--- src/rtl/pe_act_unit.sv ---
// ---------------------------------------------------------------------------
// pe_act_unit
//   Multi-lane activation + requantisation stage at the PE accumulator output.
//   Each beat carries LANES signed IW-bit accumulator words. Every lane goes
//   through the selected activation and a rounded (half-up) arithmetic right
//   shift in S1. S2 then saturates each lane to signed OW bits. The result is
//   handed downstream over a valid/ready stream. Throughput is one beat per
//   clock, and latency is two cycles when the stream is not stalled.
//
// Ports
//   clk, rst_n         clock, asynchronous active-low reset
//   cfg_mode           0 bypass, 1 ReLU, 2 leaky ReLU, 3 clipped ReLU
//   cfg_shift          requant right shift (0..IW-1)
//   cfg_leak           leaky slope 2^-cfg_leak
//   cfg_clip           unsigned clip ceiling used in mode 3
//   in_valid/in_ready  input handshake; in_data lane i at [i*IW +: IW]
//   out_valid/out_ready output handshake; out_data lane i at [i*OW +: OW]
//   busy               a beat is held in S1 or S2
//
// Optional feature (macro PE_ACT_ZCNT_EN)
//   Adds cnt_clr, zero_cnt and sat_cnt. On every output pop, the counters add
//   the number of zero lanes and the number of clamped lanes. They saturate
//   at 2^32-1. cnt_clr is synchronous and wins over a same-cycle increment.
// ---------------------------------------------------------------------------
module pe_act_unit #(
  parameter int LANES = 4,
  parameter int IW    = 24,
  parameter int OW    = 8,
  parameter int SH_W  = 5
) (
  input  logic                  clk,
  input  logic                  rst_n,
  input  logic [1:0]            cfg_mode,
  input  logic [SH_W-1:0]       cfg_shift,
  input  logic [2:0]            cfg_leak,
  input  logic [OW-1:0]         cfg_clip,
  input  logic                  in_valid,
  output logic                  in_ready,
  input  logic [LANES*IW-1:0]   in_data,
  output logic                  out_valid,
  input  logic                  out_ready,
  output logic [LANES*OW-1:0]   out_data,
`ifdef PE_ACT_ZCNT_EN
  input  logic                  cnt_clr,
  output logic [31:0]           zero_cnt,
  output logic [31:0]           sat_cnt,
`endif
  output logic                  busy
);

  // One extra bit so that adding the rounding term cannot overflow.
  localparam int RW = IW + 1;
  localparam logic signed [RW-1:0] OMAX = RW'((1 << (OW - 1)) - 1);
  localparam logic signed [RW-1:0] OMIN = ~OMAX;

  localparam logic [1:0] MODE_BYP  = 2'd0;
  localparam logic [1:0] MODE_LEAK = 2'd2;
  localparam logic [1:0] MODE_CLIP = 2'd3;

  // S1 state
  logic                  s1_valid;
  logic signed [RW-1:0]  s1_r [LANES];
  logic [1:0]            s1_mode;
  logic [OW-1:0]         s1_clip;

  // S2 state (out_valid / out_data are the S2 registers)
  logic [LANES-1:0]      s2_sat;

  logic                  s1_en;
  logic                  s2_en;

  // Handshake enables
  always_comb begin
    s2_en    = !out_valid || out_ready;
    s1_en    = !s1_valid || s2_en;
    in_ready = s1_en;
    busy     = s1_valid || out_valid;
  end

  // S1 combinational: activation followed by rounded arithmetic shift
  logic signed [IW-1:0]  x_lane [LANES];
  logic signed [IW-1:0]  a_lane [LANES];
  logic signed [RW-1:0]  r_nxt  [LANES];
  logic signed [RW-1:0]  rnd;

  always_comb begin
    rnd = '0;
    if (cfg_shift != '0) begin
      rnd = $signed(RW'(1) << (cfg_shift - SH_W'(1)));
    end
  end

  always_comb begin
    for (int i = 0; i < LANES; i++) begin
      x_lane[i] = $signed(in_data[i*IW +: IW]);
      case (cfg_mode)
        MODE_BYP:  a_lane[i] = x_lane[i];
        MODE_LEAK: a_lane[i] = x_lane[i][IW-1] ? (x_lane[i] >>> cfg_leak) : x_lane[i];
        default:   a_lane[i] = x_lane[i][IW-1] ? '0 : x_lane[i];
      endcase
      r_nxt[i] = (RW'(a_lane[i]) + rnd) >>> cfg_shift;
    end
  end

  always_ff @(posedge clk or negedge rst_n) begin
    if (!rst_n) begin
      s1_valid <= 1'b0;
      s1_mode  <= '0;
      s1_clip  <= '0;
      for (int i = 0; i < LANES; i++) begin
        s1_r[i] <= '0;
      end
    end else if (s1_en) begin
      s1_valid <= in_valid;
      if (in_valid) begin
        // Config travels with the beat, so later config changes cannot touch it.
        s1_mode <= cfg_mode;
        s1_clip <= cfg_clip;
        for (int i = 0; i < LANES; i++) begin
          s1_r[i] <= r_nxt[i];
        end
      end
    end
  end

  // S2 combinational: saturation into the OW-bit output range
  logic [OW-1:0]         clip_top;
  logic signed [RW-1:0]  hi_lim;
  logic signed [RW-1:0]  lo_lim;
  logic [LANES*OW-1:0]   q_nxt;
  logic [LANES-1:0]      sat_nxt;

  always_comb begin
    // Any clip value with the MSB set is above the positive output limit.
    clip_top = s1_clip[OW-1] ? {1'b0, {(OW-1){1'b1}}} : s1_clip;
    if (s1_mode == MODE_CLIP) begin
      hi_lim = $signed({{(RW-OW){1'b0}}, clip_top});
      lo_lim = '0;
    end else begin
      hi_lim = OMAX;
      lo_lim = OMIN;
    end
    q_nxt   = '0;
    sat_nxt = '0;
    for (int i = 0; i < LANES; i++) begin
      if (s1_r[i] > hi_lim) begin
        q_nxt[i*OW +: OW] = hi_lim[OW-1:0];
        sat_nxt[i]        = 1'b1;
      end else if (s1_r[i] < lo_lim) begin
        q_nxt[i*OW +: OW] = lo_lim[OW-1:0];
        sat_nxt[i]        = 1'b1;
      end else begin
        q_nxt[i*OW +: OW] = s1_r[i][OW-1:0];
      end
    end
  end

  always_ff @(posedge clk or negedge rst_n) begin
    if (!rst_n) begin
      out_valid <= 1'b0;
      out_data  <= '0;
      s2_sat    <= '0;
    end else if (s2_en) begin
      out_valid <= s1_valid;
      if (s1_valid) begin
        out_data <= q_nxt;
        s2_sat   <= sat_nxt;
      end
    end
  end

`ifdef PE_ACT_ZCNT_EN
  localparam int CW = $clog2(LANES + 1);

  logic [CW-1:0] n_zero;
  logic [CW-1:0] n_sat;
  logic [32:0]   zero_sum;
  logic [32:0]   sat_sum;

  always_comb begin
    n_zero = '0;
    n_sat  = '0;
    for (int i = 0; i < LANES; i++) begin
      if (out_data[i*OW +: OW] == '0) n_zero = n_zero + CW'(1);
      if (s2_sat[i])                  n_sat  = n_sat + CW'(1);
    end
    zero_sum = {1'b0, zero_cnt} + 33'(n_zero);
    sat_sum  = {1'b0, sat_cnt} + 33'(n_sat);
  end

  always_ff @(posedge clk or negedge rst_n) begin
    if (!rst_n) begin
      zero_cnt <= '0;
      sat_cnt  <= '0;
    end else if (cnt_clr) begin
      zero_cnt <= '0;
      sat_cnt  <= '0;
    end else if (out_valid && out_ready) begin
      // A carry out means the count passed 2^32-1, so the counter sticks at all-ones.
      zero_cnt <= zero_sum[32] ? '1 : zero_sum[31:0];
      sat_cnt  <= sat_sum[32]  ? '1 : sat_sum[31:0];
    end
  end
`endif

endmodule

--- config.mk ---
export PLATFORM = sky130hd
export DESIGN_NAME = pe_act_unit
export DESIGN_NICKNAME = d
export VERILOG_FILES = /design/src/rtl/pe_act_unit.sv
export SDC_FILE = /design/constraint.sdc
export NUM_CORES = 1
export LEC_CHECK = 0
export BUFFER_PORTS_ARGS = -buffer_cell sky130_fd_sc_hd__buf_4
export CAP_MARGIN = 40
export CORE_ASPECT_RATIO = 1.25
export CORE_MARGIN = 8
export CORE_UTILIZATION = 50
export DETAILED_ROUTE_END_ITERATION = 6
export PLACE_DENSITY_LB_ADDON = 0.15
export SLEW_MARGIN = 20
export SYNTH_ARGS = -nofsm -noshare
export SYNTH_HDL_FRONTEND = slang
export SYNTH_SLANG_ARGS = --single-unit
--- constraint.sdc ---
create_clock -name clk -period 4.94 [get_ports clk]
set_clock_uncertainty 0.1 [all_clocks]
set_input_delay 0.741 -clock clk [delete_from_list [all_inputs] [get_ports clk]]
set_output_delay 0.741 -clock clk [all_outputs]
set_load 0.1 [all_outputs]
Word level (Yosys, flattened, before mapping)
Cells that the tools add are included.
{"block": "classes", "add_sub_neg": 5, "multipliers": 0, "div_mod_pow": 0, "order_cmp": 8, "n_eq_ne": 2, "shift": 9, "mux": 24, "bitwise_logic": 0, "reduce_logical": 9}
{"op": "$pmux 24 s2", "count": 4}
{"op": "$add 24x25->25", "count": 4}
{"op": "$gt 25x25->1", "count": 4}
{"op": "$lt 25x25->1", "count": 4}
{"op": "$sshr 25x5->25", "count": 4}
{"op": "$mux 24", "count": 4}
{"op": "$sshr 24x3->24", "count": 4}
{"op": "$mux 23", "count": 4}
{"op": "$mux 8", "count": 8}
{"op": "$mux 25", "count": 2}
{"op": "$shl 1x5->25 const A", "count": 1}
{"op": "$mux 7", "count": 2}
{"op": "$reduce_bool 5->1", "count": 1}
{"op": "$sub 5x1->5 const B", "count": 1}
{"op": "$eq 2x2->1 const B", "count": 2}
{"op": "$reduce_and 2->1", "count": 2}
{"op": "$logic_or 1x1->1", "count": 3}
{"op": "$logic_not 1->1", "count": 2}
{"op": "$logic_not 2->1", "count": 1}
{"block": "word_totals", "regBits": 144, "latchBits": 0, "mem_bits_rw": 0, "mem_bits_ro": 0, "in_bits": 118, "wordCells": 66, "memories": 0}

Longest topological paths before layout
{"block": "logic_depth", "ltp_word": 5, "mapped_depth": 25}

Least setup slack after synthesis
Ideal clock, no wire load.
{"block": "synth_timing", "path_kind": "input to register", "startpoint": "in cfg_leak[1]", "endpoint": "reg s1_r[15] (netlist bit)", "setup_ns": 0.065, "t_arrival_ns": 5.301, "required_time_ns": 4.775, "slack_ns": -0.526, "cell_stages": 23, "path_buffers": 6, "path_cell_list": "buf_4 buf_8 buf_6 buf_6 buf_4 buf_1 mux2i_1 o21ai_0 a22oi_1 o41ai_1 ha_1 ha_1 a31oi_1 a211o_1 a2111oi_4 o2111ai_1 a21boi_2 nor2_1 xor2_1 mux4_2 mux2_2 o22ai_1 o221a_2"}
{"block": "synth_between", "elab_chain_len": 5}
{"item": "from (decl)", "line_no": "35", "source": "input logic [2:0] cfg_leak,"}
{"item": "$sshr 24x3->24", "line_no": "98", "source": "MODE_LEAK: a_lane[i] = x_lane[i][IW-1] ? (x_lane[i] >>> cfg_leak) : x_lane[i];"}
{"item": "$mux 24", "line_no": "98"}
{"item": "$pmux 24 s2", "line_no": "96", "source": "case (cfg_mode)"}
{"item": "$add 24x25->25", "line_no": "101", "source": "r_nxt[i] = (RW'(a_lane[i]) + rnd) >>> cfg_shift;"}
{"item": "$sshr 25x5->25", "line_no": "101"}
{"item": "to (signal, indexed assignment)", "line_no": "120", "source": "s1_r[i] <= r_nxt[i];"}
{"item": "to (decl)", "line_no": "62", "source": "logic signed [RW-1:0] s1_r [LANES];"}
Every way passes these cells.
A chain may end at the register's enable or synchronous reset.

Final worst setup path
{"block": "layout_timing", "startpoint": "in cfg_leak[1]", "endpoint": "reg s1_r[0] (netlist bit)"}
Same word-level chain as after synthesis.

==> impl_metrics.yaml <==
setup_path:
  arrival_ns: 5.00
  cpPeakStageDelay_ns: 0.38
  worstSetupStartpointType: "input pin"
  cp_slowest_cell: "ha_1"
  crit_type: "input pin to flip-flop"
  cp.required_ns: 5.12
  crit_buf_inv: 3
  end_kind: "flip-flop"
  worstPathMaxFanout: 16
  crit_family: "compound AO/OA/AOI/OAI gates"
  crit_chain: "buf_6 -> buf_4 -> nor2_4 -> buf_4 -> mux2_2 -> mux2i_1 -> o21ai_0 -> ha_1 -> a21o_1 -> a21o_1 -> a21oi_2 -> nand2b_1 -> a31oi_1 -> o21bai_2 -> a211o_1 -> a221o_1 -> or2_1 -> o21a_1 -> a211oi_1 -> o32ai_1"
routing:
  remaining_drc_errors: 11
  firstDrtPassIters: 7
  wire_per_inst_um: 25.7
  drt_wl_total_um: 120000
  via_per_inst: 6.85
  vias: 32000
  postRouteAntennaNets: 0
  first_iter_violations: 3905
cells_and_area:
  fin_nets: 4262
  layout-drive-gt1-share: 0.306
  final_cell_mix: "buf_4, nand2_1, nor2_1"
  antenna_cells: 0
  final_common_cell: "buf_4"
  num-fill-cells: 4190
  fin_area_um2: 33200
  areaGrowthSynthToFinish_pct: 33.0
run_status:
  status: "finished, violations left"
  failed_checks: "design-rule violations"
timing:
  fmax_mhz: 208
  hold_viol_final: 0
  maxSlewHeadroom: 0.405
  fin_crit_sh: 0.975
  whs_ns: 0.383
  fin_crit_ns: 4.82
  setup_viol: 0
  rsz0062_at_grt: "yes"
  finalMaxSlewViolations: 0
  worst-slew-pin-transition_ns: 0.889
  finalSetupTns_ns: 0
pwr:
  power.density_nw_per_um2: 214
  p_leak_nw: 15.0
  ir_drop_v: 0.000312
logic_synthesis:
  synthCells: 3272
  synth_edf_count: 0
  synth-seq-cells: 144
  syn_area_um2: 25000
  synth_cell_types: 118
  syn-num-nets: 3530
  synthTopCellsByArea: "dfrtp_1, mux2i_1, ha_1, nand2_1, nor2_1"
  avgSynthCellArea_um2: 7.64
  yosys.area.top_type: "dfrtp_1"
  ys_warn_count: 0
  seq_area_frac_synth: 0.144
  yosys.area.top_type_share: 0.144
  synthArstFlopShare: 1.00
  synthFlopType: "dfrtp_1"
placed_design:
  dp_hpwl_um: 95700
  globalplace.congestion: 1.04
  placed_area_um2: 32300
  io_buffers: 152
clocking:
  path_clk_slew_ns: 0.07
  clock_latency_ns: 0.45
  htree_levels: 4
  cts-buffers-inserted: 17
  clock-root-buffer: "clkbuf_16"
  clock_sinks: 144
  clockBufferDepth: 2
  cts_tree: "yes"
die:
  ioPinCount: 153
  die_height_um: 266
  core_region_area_um2: 49400
  initial_utilization: 0.506
  rows: 91
  die_area_um2: 57400
  fp.dieW_um: 216
flow_run:
  cap_violations: 0
global_route:
  grt_max_degree: 83
  grt_use_total: 0.397
  grt_first_pass_wirelength_um: 182000
  grt_pass1_vias: 31600
  antenna_found_initial: 4
  overflow: 0
hold_path:
  min_path_type: "input pin to flip-flop"
sequential cells by signal, indices dropped and copies added (netlist names):
signal	count
s1_r	100
out_data	32
s1_clip	8
s1_mode	2
out_valid	1
s1_valid	1
cells by family after synthesis:
logic type / count (synthesis) / share of synthesized area
AO/OA/AOI/OAI: 1216 / 0.349
AND/OR/NAND/NOR: 1080 / 0.207
buffers and inverters: 295 / 0.0520
multiplexers: 257 / 0.127
adder cells (fa/ha/maj): 150 / 0.0742
flip-flops: 144 / 0.144
XOR/XNOR: 130 / 0.0471
cell type report:
class                      instances  area [um2]  share of cell area
multi-input combinational       2833       20600               0.620
sequential                       144        3600               0.108
timing repair buffer             957        7430               0.224
inverter                          51         196             0.00591
tap                              651         815              0.0245
clock inverter                    14         153             0.00459
clock buffer                      18         439              0.0132
through the flow:
step / worst slack [ns] / std cells / power (mW) / util
after CTS: 0.0289 / 4660 / 6.96 / 0.665
final: 0.121 / 4668 / 7.13 / 0.673
after detailed placement: -0.427 / 4628 / 5.62 / 0.653
after global routing: -0.0216 / 4668 / 7.42 / 0.673
after floorplan: -0.231 / 3272 / 4.04 / -
after global placement: -0.410 / 4628 / 5.49 / 0.653
metal layers:
metal / share of wire / wire, um / GRT usage / up-vias
li1: - / - / - / 14200
met1: 0.38 / 45800 / 0.481 / 15100
met2: 0.44 / 52800 / 0.628 / 2118
met3: 0.092 / 11100 / 0.0650 / 547
met4: 0.086 / 10400 / 0.300 / 6
met5: 0.00034 / 41 / 0 / -
where the power goes:
part / switching, mW / total [mW] / internal, mW / leakage, nW
registers: 0.245 / 1.65 / 1.41 / 1.67
clock network: 0.568 / 1.33 / 0.763 / 0.285
logic: 2.54 / 4.14 / 1.60 / 13.0
worst paths after layout:
kind	start	end	slack, ns	depth (start not counted)
max reg2reg	s1_mode[0]	out_data[8]	0.67	15
min	cfg_clip[0]	s1_clip[0]	0.38	3
min in group asynchronous	rst_n	s1_r[89]	0.56	2
max	cfg_leak[1]	s1_r[0]	0.12	20
min reg2reg	out_data[15]	out_data[15]	0.39	2
max in group asynchronous	rst_n	s1_r[67]	3.23	4
timing repair:
| item | in CTS | in global routing |
|---|---|---|
| setup endpoints to repair | 0 | 82 |
| buffers inserted | 0 | 6 |
| hold endpoints to repair | 0 | 6 |
| gates resized for setup | 0 | 66 |
| hold buffers | 0 | 1 |
tightest hold or removal path, cell delays in order:
cell and delay (ns):
buf_4 0.08, nand2_1 0.04, nand2_1 0.05
synth_stat cells, types with 26 or more instances:
| cell type | number |
|---|---|
| nand2b_1 | 35 |
| a22o_1 | 26 |
| nor4_1 | 36 |
| buf_1 | 42 |
| a222oi_1 | 30 |
| ha_1 | 140 |
| a31oi_1 | 53 |
| a22oi_1 | 92 |
| o21a_1 | 59 |
| nor2_1 | 307 |
| a221oi_1 | 31 |
| mux4_2 | 40 |
| and2_1 | 36 |
| clkbuf_1 | 156 |
| nand4_1 | 30 |
| o21ai_0 | 171 |
| and3_1 | 36 |
| o22ai_1 | 60 |
| mux2i_1 | 181 |
| xnor2_1 | 96 |
| nand2_1 | 347 |
| dfrtp_1 | 144 |
| a21o_1 | 41 |
| a211oi_1 | 52 |
| mux2_2 | 32 |
| o211ai_1 | 48 |
| nand3_1 | 62 |
| nor3_1 | 48 |
| inv_1 | 48 |
| nor2b_1 | 36 |
| a21oi_1 | 223 |
| xor2_1 | 30 |
No activity file was read; power rests on OpenSTA's default activity.
